## src/rtl/riscv_alu_exec_pkg.sv

```systemverilog
// Shared constants and helpers for the RV32I/RV64I ALU execute stage.
package riscv_alu_exec_pkg;

    localparam int unsigned ALUOP_W = 4;
    typedef logic [ALUOP_W-1:0] aluop_t;

    // Decoded ALU operations
    localparam aluop_t aluop_nop   = 4'd0;
    localparam aluop_t aluop_add   = 4'd1;
    localparam aluop_t aluop_sub   = 4'd2;
    localparam aluop_t aluop_sll   = 4'd3;
    localparam aluop_t aluop_slt   = 4'd4;
    localparam aluop_t aluop_sltu  = 4'd5;
    localparam aluop_t aluop_xor   = 4'd6;
    localparam aluop_t aluop_srl   = 4'd7;
    localparam aluop_t aluop_sra   = 4'd8;
    localparam aluop_t aluop_or    = 4'd9;
    localparam aluop_t aluop_and   = 4'd10;
    localparam aluop_t aluop_passb = 4'd11;

    // Major opcodes
    localparam logic [6:0] op_rtype  = 7'b0110011;
    localparam logic [6:0] op_itype  = 7'b0010011;
    localparam logic [6:0] op_load   = 7'b0000011;
    localparam logic [6:0] op_store  = 7'b0100011;
    localparam logic [6:0] op_lui    = 7'b0110111;
    localparam logic [6:0] op_auipc  = 7'b0010111;
    localparam logic [6:0] op_branch = 7'b1100011;

    localparam logic [6:0] f7_base = 7'b0000000;
    localparam logic [6:0] f7_alt  = 7'b0100000;

    typedef enum logic [1:0] {
        st_idle  = 2'd0,
        st_shift = 2'd1,
        st_done  = 2'd2
    } state_e;

    // funct3 to base (non-alternate) operation for R/I arithmetic
    function automatic aluop_t base_aluop(input logic [2:0] f3);
        case (f3)
            3'b000:  return aluop_add;
            3'b001:  return aluop_sll;
            3'b010:  return aluop_slt;
            3'b011:  return aluop_sltu;
            3'b100:  return aluop_xor;
            3'b101:  return aluop_srl;
            3'b110:  return aluop_or;
            default: return aluop_and;
        endcase
    endfunction

    function automatic logic is_shift_op(input aluop_t op);
        return (op == aluop_sll) || (op == aluop_srl) || (op == aluop_sra);
    endfunction

endpackage

```

## src/rtl/riscv_alu_exec_decode.sv

```systemverilog
// Combinational opcode/funct3/funct7 decode into ALU op, illegal flag and shift flag.
module riscv_alu_decode
    import riscv_alu_exec_pkg::*;
#(
    parameter int unsigned XLEN = 32
) (
    input  logic [6:0] opcode_i,
    input  logic [2:0] funct3_i,
    input  logic [6:0] funct7_i,
    output aluop_t     aluop_c_o,
    output logic       illegal_c_o,
    output logic       is_shift_c_o
);

    logic [6:0] f7_sh;
    aluop_t     op;
    logic       ill;

    // Decode; on RV64 funct7[0] carries shamt[5] for immediate shifts
    always_comb begin
        f7_sh = funct7_i;
        if (XLEN == 64) f7_sh[0] = 1'b0;
        op  = aluop_nop;
        ill = 1'b0;
        case (opcode_i)
            op_rtype: begin
                if (funct7_i == f7_base)                         op = base_aluop(funct3_i);
                else if (funct7_i == f7_alt && funct3_i == 3'b000) op = aluop_sub;
                else if (funct7_i == f7_alt && funct3_i == 3'b101) op = aluop_sra;
                else                                               ill = 1'b1;
            end
            op_itype: begin
                case (funct3_i)
                    3'b001: begin
                        if (f7_sh == f7_base) op = aluop_sll;
                        else                  ill = 1'b1;
                    end
                    3'b101: begin
                        if (f7_sh == f7_base)     op = aluop_srl;
                        else if (f7_sh == f7_alt) op = aluop_sra;
                        else                      ill = 1'b1;
                    end
                    default: op = base_aluop(funct3_i);
                endcase
            end
            op_load, op_store, op_auipc: op = aluop_add;
            op_lui:                      op = aluop_passb;
            op_branch: begin
                case (funct3_i)
                    3'b000, 3'b001: op = aluop_sub;
                    3'b100, 3'b101: op = aluop_slt;
                    3'b110, 3'b111: op = aluop_sltu;
                    default:        ill = 1'b1;
                endcase
            end
            default: ill = 1'b1;
        endcase
        if (ill) op = aluop_nop;
    end

    assign aluop_c_o    = op;
    assign illegal_c_o  = ill;
    assign is_shift_c_o = is_shift_op(op);

endmodule

```

## src/rtl/riscv_alu_exec.sv

```systemverilog
// ALU execute stage: valid/ready handshake, registered result, iterative shifter.
module riscv_alu_exec
    import riscv_alu_exec_pkg::*;
#(
    parameter int unsigned XLEN       = 32,
    parameter int unsigned SHIFT_STEP = 1
) (
    input  logic            clk_i,
    input  logic            rst_i,
    input  logic            in_valid_i,
    output logic            in_ready_o,
    input  logic [6:0]      opcode_i,
    input  logic [2:0]      funct3_i,
    input  logic [6:0]      funct7_i,
    input  logic [XLEN-1:0] op_a_i,
    input  logic [XLEN-1:0] op_b_i,
    output logic            out_valid_o,
    input  logic            out_ready_i,
    output logic [XLEN-1:0] result_o,
    output logic [3:0]      aluop_o,
    output logic            illegal_o
);

    localparam int unsigned SHW = $clog2(XLEN);
    localparam int unsigned CW  = SHW + 1;
    localparam logic [CW-1:0] STEP = CW'(SHIFT_STEP);

    state_e          state_q, state_d;
    logic [XLEN-1:0] result_q, result_d;
    aluop_t          aluop_q, aluop_d;
    logic            illegal_q, illegal_d;
    logic            out_valid_q, out_valid_d;
    logic [CW-1:0]   cnt_q, cnt_d;

    aluop_t          dec_aluop;
    logic            dec_illegal;
    logic            dec_is_shift;
    logic [SHW-1:0]  shamt;
    logic [XLEN-1:0] alu_res;
    logic [CW-1:0]   step;
    logic            accept;

    riscv_alu_decode #(.XLEN(XLEN)) u_decode (
        .opcode_i     (opcode_i),
        .funct3_i     (funct3_i),
        .funct7_i     (funct7_i),
        .aluop_c_o    (dec_aluop),
        .illegal_c_o  (dec_illegal),
        .is_shift_c_o (dec_is_shift)
    );

    assign shamt      = op_b_i[SHW-1:0];
    assign in_ready_o = (state_q == st_idle) || ((state_q == st_done) && out_ready_i);
    assign accept     = in_valid_i && in_ready_o;

    // Single-cycle result for non-shift ops (and zero-distance shifts)
    always_comb begin
        alu_res = '0;
        case (dec_aluop)
            aluop_add:   alu_res = op_a_i + op_b_i;
            aluop_sub:   alu_res = op_a_i - op_b_i;
            aluop_slt:   alu_res = XLEN'($signed(op_a_i) < $signed(op_b_i));
            aluop_sltu:  alu_res = XLEN'(op_a_i < op_b_i);
            aluop_xor:   alu_res = op_a_i ^ op_b_i;
            aluop_or:    alu_res = op_a_i | op_b_i;
            aluop_and:   alu_res = op_a_i & op_b_i;
            aluop_passb: alu_res = op_b_i;
            aluop_sll, aluop_srl, aluop_sra: alu_res = op_a_i;
            default:     alu_res = '0;
        endcase
    end

    // Next-state: shift iteration, completion hold, and accept of a new op
    always_comb begin
        state_d     = state_q;
        result_d    = result_q;
        aluop_d     = aluop_q;
        illegal_d   = illegal_q;
        out_valid_d = out_valid_q;
        cnt_d       = cnt_q;
        step        = (cnt_q < STEP) ? cnt_q : STEP;

        case (state_q)
            st_idle: state_d = st_idle;
            st_shift: begin
                cnt_d = cnt_q - step;
                case (aluop_q)
                    aluop_sll: result_d = result_q << step;
                    aluop_srl: result_d = result_q >> step;
                    default:   result_d = $unsigned($signed(result_q) >>> step);
                endcase
                if (cnt_d == '0) begin
                    state_d     = st_done;
                    out_valid_d = 1'b1;
                end
            end
            st_done: begin
                if (out_ready_i) begin
                    state_d     = st_idle;
                    out_valid_d = 1'b0;
                end
            end
            default: state_d = st_idle;
        endcase

        if (accept) begin
            aluop_d   = dec_aluop;
            illegal_d = dec_illegal;
            if (dec_is_shift && (shamt != '0)) begin
                state_d     = st_shift;
                result_d    = op_a_i;
                cnt_d       = CW'(shamt);
                out_valid_d = 1'b0;
            end else begin
                state_d     = st_done;
                result_d    = alu_res;
                out_valid_d = 1'b1;
            end
        end
    end

    // State and output registers with synchronous reset
    always_ff @(posedge clk_i) begin
        if (rst_i) begin
            state_q     <= st_idle;
            result_q    <= '0;
            aluop_q     <= aluop_nop;
            illegal_q   <= 1'b0;
            out_valid_q <= 1'b0;
            cnt_q       <= '0;
        end else begin
            state_q     <= state_d;
            result_q    <= result_d;
            aluop_q     <= aluop_d;
            illegal_q   <= illegal_d;
            out_valid_q <= out_valid_d;
            cnt_q       <= cnt_d;
        end
    end

    assign out_valid_o = out_valid_q;
    assign result_o    = result_q;
    assign aluop_o     = aluop_q;
    assign illegal_o   = illegal_q;

endmodule

```

## config.mk

```make
export PLATFORM = sky130hd
export DESIGN_NAME = riscv_alu_exec
export DESIGN_NICKNAME = d
export VERILOG_FILES = /design/src/rtl/riscv_alu_exec_pkg.sv /design/src/rtl/riscv_alu_exec_decode.sv /design/src/rtl/riscv_alu_exec.sv
export SDC_FILE = /design/constraint.sdc
export NUM_CORES = 1
export LEC_CHECK = 0
export CORE_AREA = 2 2 125 127
export DETAILED_ROUTE_END_ITERATION = 8
export DIE_AREA = 0 0 127 129
export HOLD_SLACK_MARGIN = 0.1
export PLACE_DENSITY = 0.83
export SKIP_CTS_REPAIR_TIMING = 1
export SLEW_MARGIN = 20
export SYNTH_ARGS = -nofsm -noshare
export SYNTH_HDL_FRONTEND = slang
export SYNTH_SLANG_ARGS = --single-unit
```

## constraint.sdc

```tcl
create_clock -name clk_i -period 4.15 [get_ports clk_i]
set_input_delay 0.415 -clock clk_i [delete_from_list [all_inputs] [get_ports clk_i]]
set_output_delay 0.415 -clock clk_i [all_outputs]
set_load 0.01 [all_outputs]
```

==> qor.csv <==
stage,metric,value,unit
min_path,hold path endpoint,cnt_q[5],
place,IO Port Bufs,123,
floorplanning,core area,15000,sq um
routing,Avg Vias per Cell,6.89,
clocking,Num CTS Buffers,5,
clocking,maximum buffer depth of the clock tree,2,
clocking,clock root cell,clkbuf_16,
timing,max-slew violation count,0,
setup_path,Setup Crit Path Kind,input port to flop,
setup_path,crit end category,flop,
clocking,CTS tree,done,
setup_path,reg2reg end,result_o[22],
clocking,clock sinks,46,
logic_synthesis,syn nets,1388,
logic_synthesis,"Top FF cell, synth",dfxtp_1,
logic_synthesis,"Async S/R FF share, synth",0,%
global_route,largest net degree at the start of global routing,47,
floorplanning,site row count,45,
place,Routability Congestion,1.04,
floorplanning,DIE AREA,16400,sq um
global_route,grt ovf,0,
global_route,initial antenna violation count,0,
timing,worst slew pin tran,1.08,ns
final_layout,Diodes inserted,0,
clocking,Clock Latency Late Sink,0.30,ns
routing,WL/cell,21.8,microns
power,Worst VDD drop,158,uV
routing,DRT Wirelength,33100,microns
min_path,hold crit path type,flop to flop,
routing,Vias,10500,
logic_synthesis,"Seq/Total Area, Yosys",11.0,%
logic_synthesis,"EDFF count, synth",0,
setup_path,"Cell Chain, Critical Path","clkdlybuf4s50_1, inv_1, ha_1, inv_1, fa_1, nor2b_1, o211ai_1, nand3_1, a31o_2, o31ai_1, buf_4, nor3_1, a2111oi_0, buf_4, a21oi_1, o32ai_1, o21a_1",
setup_path,Crit Path Max Fanout,4,
setup_path,r2r startpoint,state_q[1],
timing,Setup Skew,0.00611,ns
logic_synthesis,Yosys warnings,0,
global_route,gr usage total,39.4,%
place,pre-CTS WS,0.0559,ns
power,leak pwr,4.14,nW
power,PwrDens,190,nW/um^2
setup_path,Reg2Reg Depth,12,
timing,setup TNS,0,ns
clocking,clock-pin slew on the worst setup and hold paths,0.07,ns
logic_synthesis,Synth area leaders,"ha_1, dfxtp_1, a21oi_1",
power,total chip power,1.96,mW
setup_path,slowest CP cell,clkdlybuf4s50_1,
timing,Final WS setup,0.254,ns
timing,final setup fails,0,
place,HPWL Detailed,25100,microns
routing,post-route ant nets,0,
logic_synthesis,Syn Area/Cell,6.96,sq um
timing,fin crit share,93.9,%
final_layout,Area growth syn-to-layout,22.7,%
flow_run,max-cap violations,0,
setup_path,Crit. Startpoint,op_a_i[0],
logic_synthesis,"area leader, netlist",ha_1,
global_route,vias in the first global route,9454,
logic_synthesis,Seq cells post-synth,46,
min_path,Hold Path Depth,2,
setup_path,CP peak stage delay,0.47,ns
final_layout,fill cell count,1317,
logic_synthesis,synthesized area,8380,sq um
setup_path,Crit path arrival time,4.14,ns
timing,Fmax,257,MHz
floorplanning,Die Wd,127,microns
global_route,first-pass GRT wire length,51900,microns
setup_path,"Data required, critical path",4.40,ns
timing,RSZ-0062 raised after global routing,no,
setup_path,CP startpoint kind,input port,
logic_synthesis,post-synthesis cell type count,83,
setup_path,worst reg-to-reg setup slack,1.37,ns
routing,drc violations,0,
min_path,worst hold path startpoint,cnt_q[5],
floorplanning,Die Ht,129,microns
outcome,status,finished clean,
timing,Final Hold Fails,0,
logic_synthesis,share of the synthesized area in the top cell type,14.5,%
floorplanning,starting density of the core,56.0,%
floorplanning,io pins,124,
clocking,Clock H-tree levels,2,
timing,min cycle time layout,3.90,ns
final_layout,Layout Nets,1516,
routing,1st-pass router iterations,7,
logic_synthesis,Syn Inst Count,1204,
final_layout,share of cells above drive strength 1,8.93,%
routing,initial DRC count,1471,
timing,Max transition margin,27.8,%
==> cell type report <==
cell class	count	area (sq um)	share of cell area [%]
Multi-Input combinational cell	978	6730	65.5
Timing Repair Buffer	206	1890	18.3
Sequential cell	46	921	8.96
Inverter	95	357	3.47
Tap cell	188	235	2.29
Clock buffer	5	125	1.22
Clock inverter	3	25.0	0.243
==> flip-flops by register name (all words and copies together), names as in the netlist <==
name,flops
cnt_q,6
result_o,32
illegal_o,1
aluop_o,4
out_valid_o,1
state_q,2
==> power breakdown <==
| group | leakage [nW] | switching [mW] | internal, mW |
|---|---|---|---|
| Combinational | 3.69 | 0.573 | 0.434 |
| Clock | 0.0704 | 0.212 | 0.228 |
| Sequential | 0.377 | 0.0422 | 0.468 |
==> worst max-delay path by stage <==
stage                        end  slack (ns)  depth (start not counted)
floorplan           result_o[30]        0.98                         12
global placement     result_o[0]        0.07                         17
detailed placement   result_o[0]        0.06                         17
CTS                  result_o[0]        0.34                         17
global route         result_o[0]        0.02                         17
finish               result_o[0]        0.25                         17
==> per-layer routing <==
metal	global-route usage, %	wire length [microns]	vias to the layer above
li1	-	-	4769
met1	55.0	13800	4852
met2	61.9	14100	742
met3	6.40	4050	114
met4	13.4	1220	0
met5	0	0	-
==> metrics by stage <==
step	hold slack [ns]	instances	utilization, %	area (sq um)
3_5_place_dp	0.471	1513	67.7	10100
5_1_grt	0.512	1521	68.7	10300
3_3_place_gp	0.456	1513	67.7	10100
2_1_floorplan	0.436	1204	-	8380
6_report	0.479	1521	68.7	10300
4_1_cts	0.481	1521	68.7	10300
==> cell usage in the layout, fill, tap and decap left out, drive strengths merged, types with 7 or more instances in the layout <==
| master | instances |
|---|---|
| nand2b | 9 |
| a2111oi | 12 |
| a22oi | 11 |
| nor3 | 41 |
| a221oi | 36 |
| and2 | 8 |
| o211ai | 13 |
| o21ai | 81 |
| a222oi | 7 |
| a31oi | 13 |
| nand3 | 21 |
| a211o | 8 |
| a221o | 12 |
| ha | 97 |
| clkdlybuf4s50 | 122 |
| xnor2 | 13 |
| o22ai | 14 |
| mux2i | 31 |
| o221ai | 13 |
| inv | 95 |
| o21bai | 8 |
| nand2 | 66 |
| a211oi | 46 |
| o21a | 11 |
| nor4 | 9 |
| a21oi | 111 |
| buf | 84 |
| nor2b | 11 |
| o31ai | 14 |
| nor2 | 146 |
| a21o | 20 |
| dfxtp | 46 |
==> kinds of logic (layout without fill, tap and decap cells) <==
logic type / Yosys count / in the layout / synth area share, %
compound gates: 483 / 483 / 40.3
xor+xnor: 14 / 14 / 1.46
fa+ha+maj: 99 / 99 / 15.0
buf+inv: 180 / 309 / 8.94
flops: 46 / 46 / 11.0
mux: 31 / 31 / 3.70
simple gates: 351 / 351 / 19.7
==> Yosys cell counts, types with 6 or more instances <==
cell / n
buf_2: 14
nor2_1: 146
nor4_1: 8
or3_1: 6
o21ai_0: 78
a21oi_1: 110
dfxtp_1: 46
and3_1: 6
nand2_1: 66
nand4_1: 6
clkbuf_1: 59
o21bai_1: 8
nor2b_1: 11
a221oi_1: 35
nand3_1: 21
o21a_1: 11
inv_1: 94
o221ai_1: 13
nand2b_1: 9
ha_1: 97
a22oi_1: 11
mux2i_1: 31
a221o_1: 12
o22ai_1: 14
buf_6: 6
a21o_1: 20
a211oi_1: 45
a211o_1: 8
a222oi_1: 7
a31oi_1: 13
xnor2_1: 13
o211ai_1: 13
o31ai_1: 14
nor3_1: 39
==> worst max-delay path, delay by kind of cell <==
family          cells  cell delay [ns]
compound gates      7             1.70
buf+inv             5             1.02
fa+ha+maj           2             0.58
simple gates        3             0.40
No activity file was read; power rests on OpenSTA's default activity.
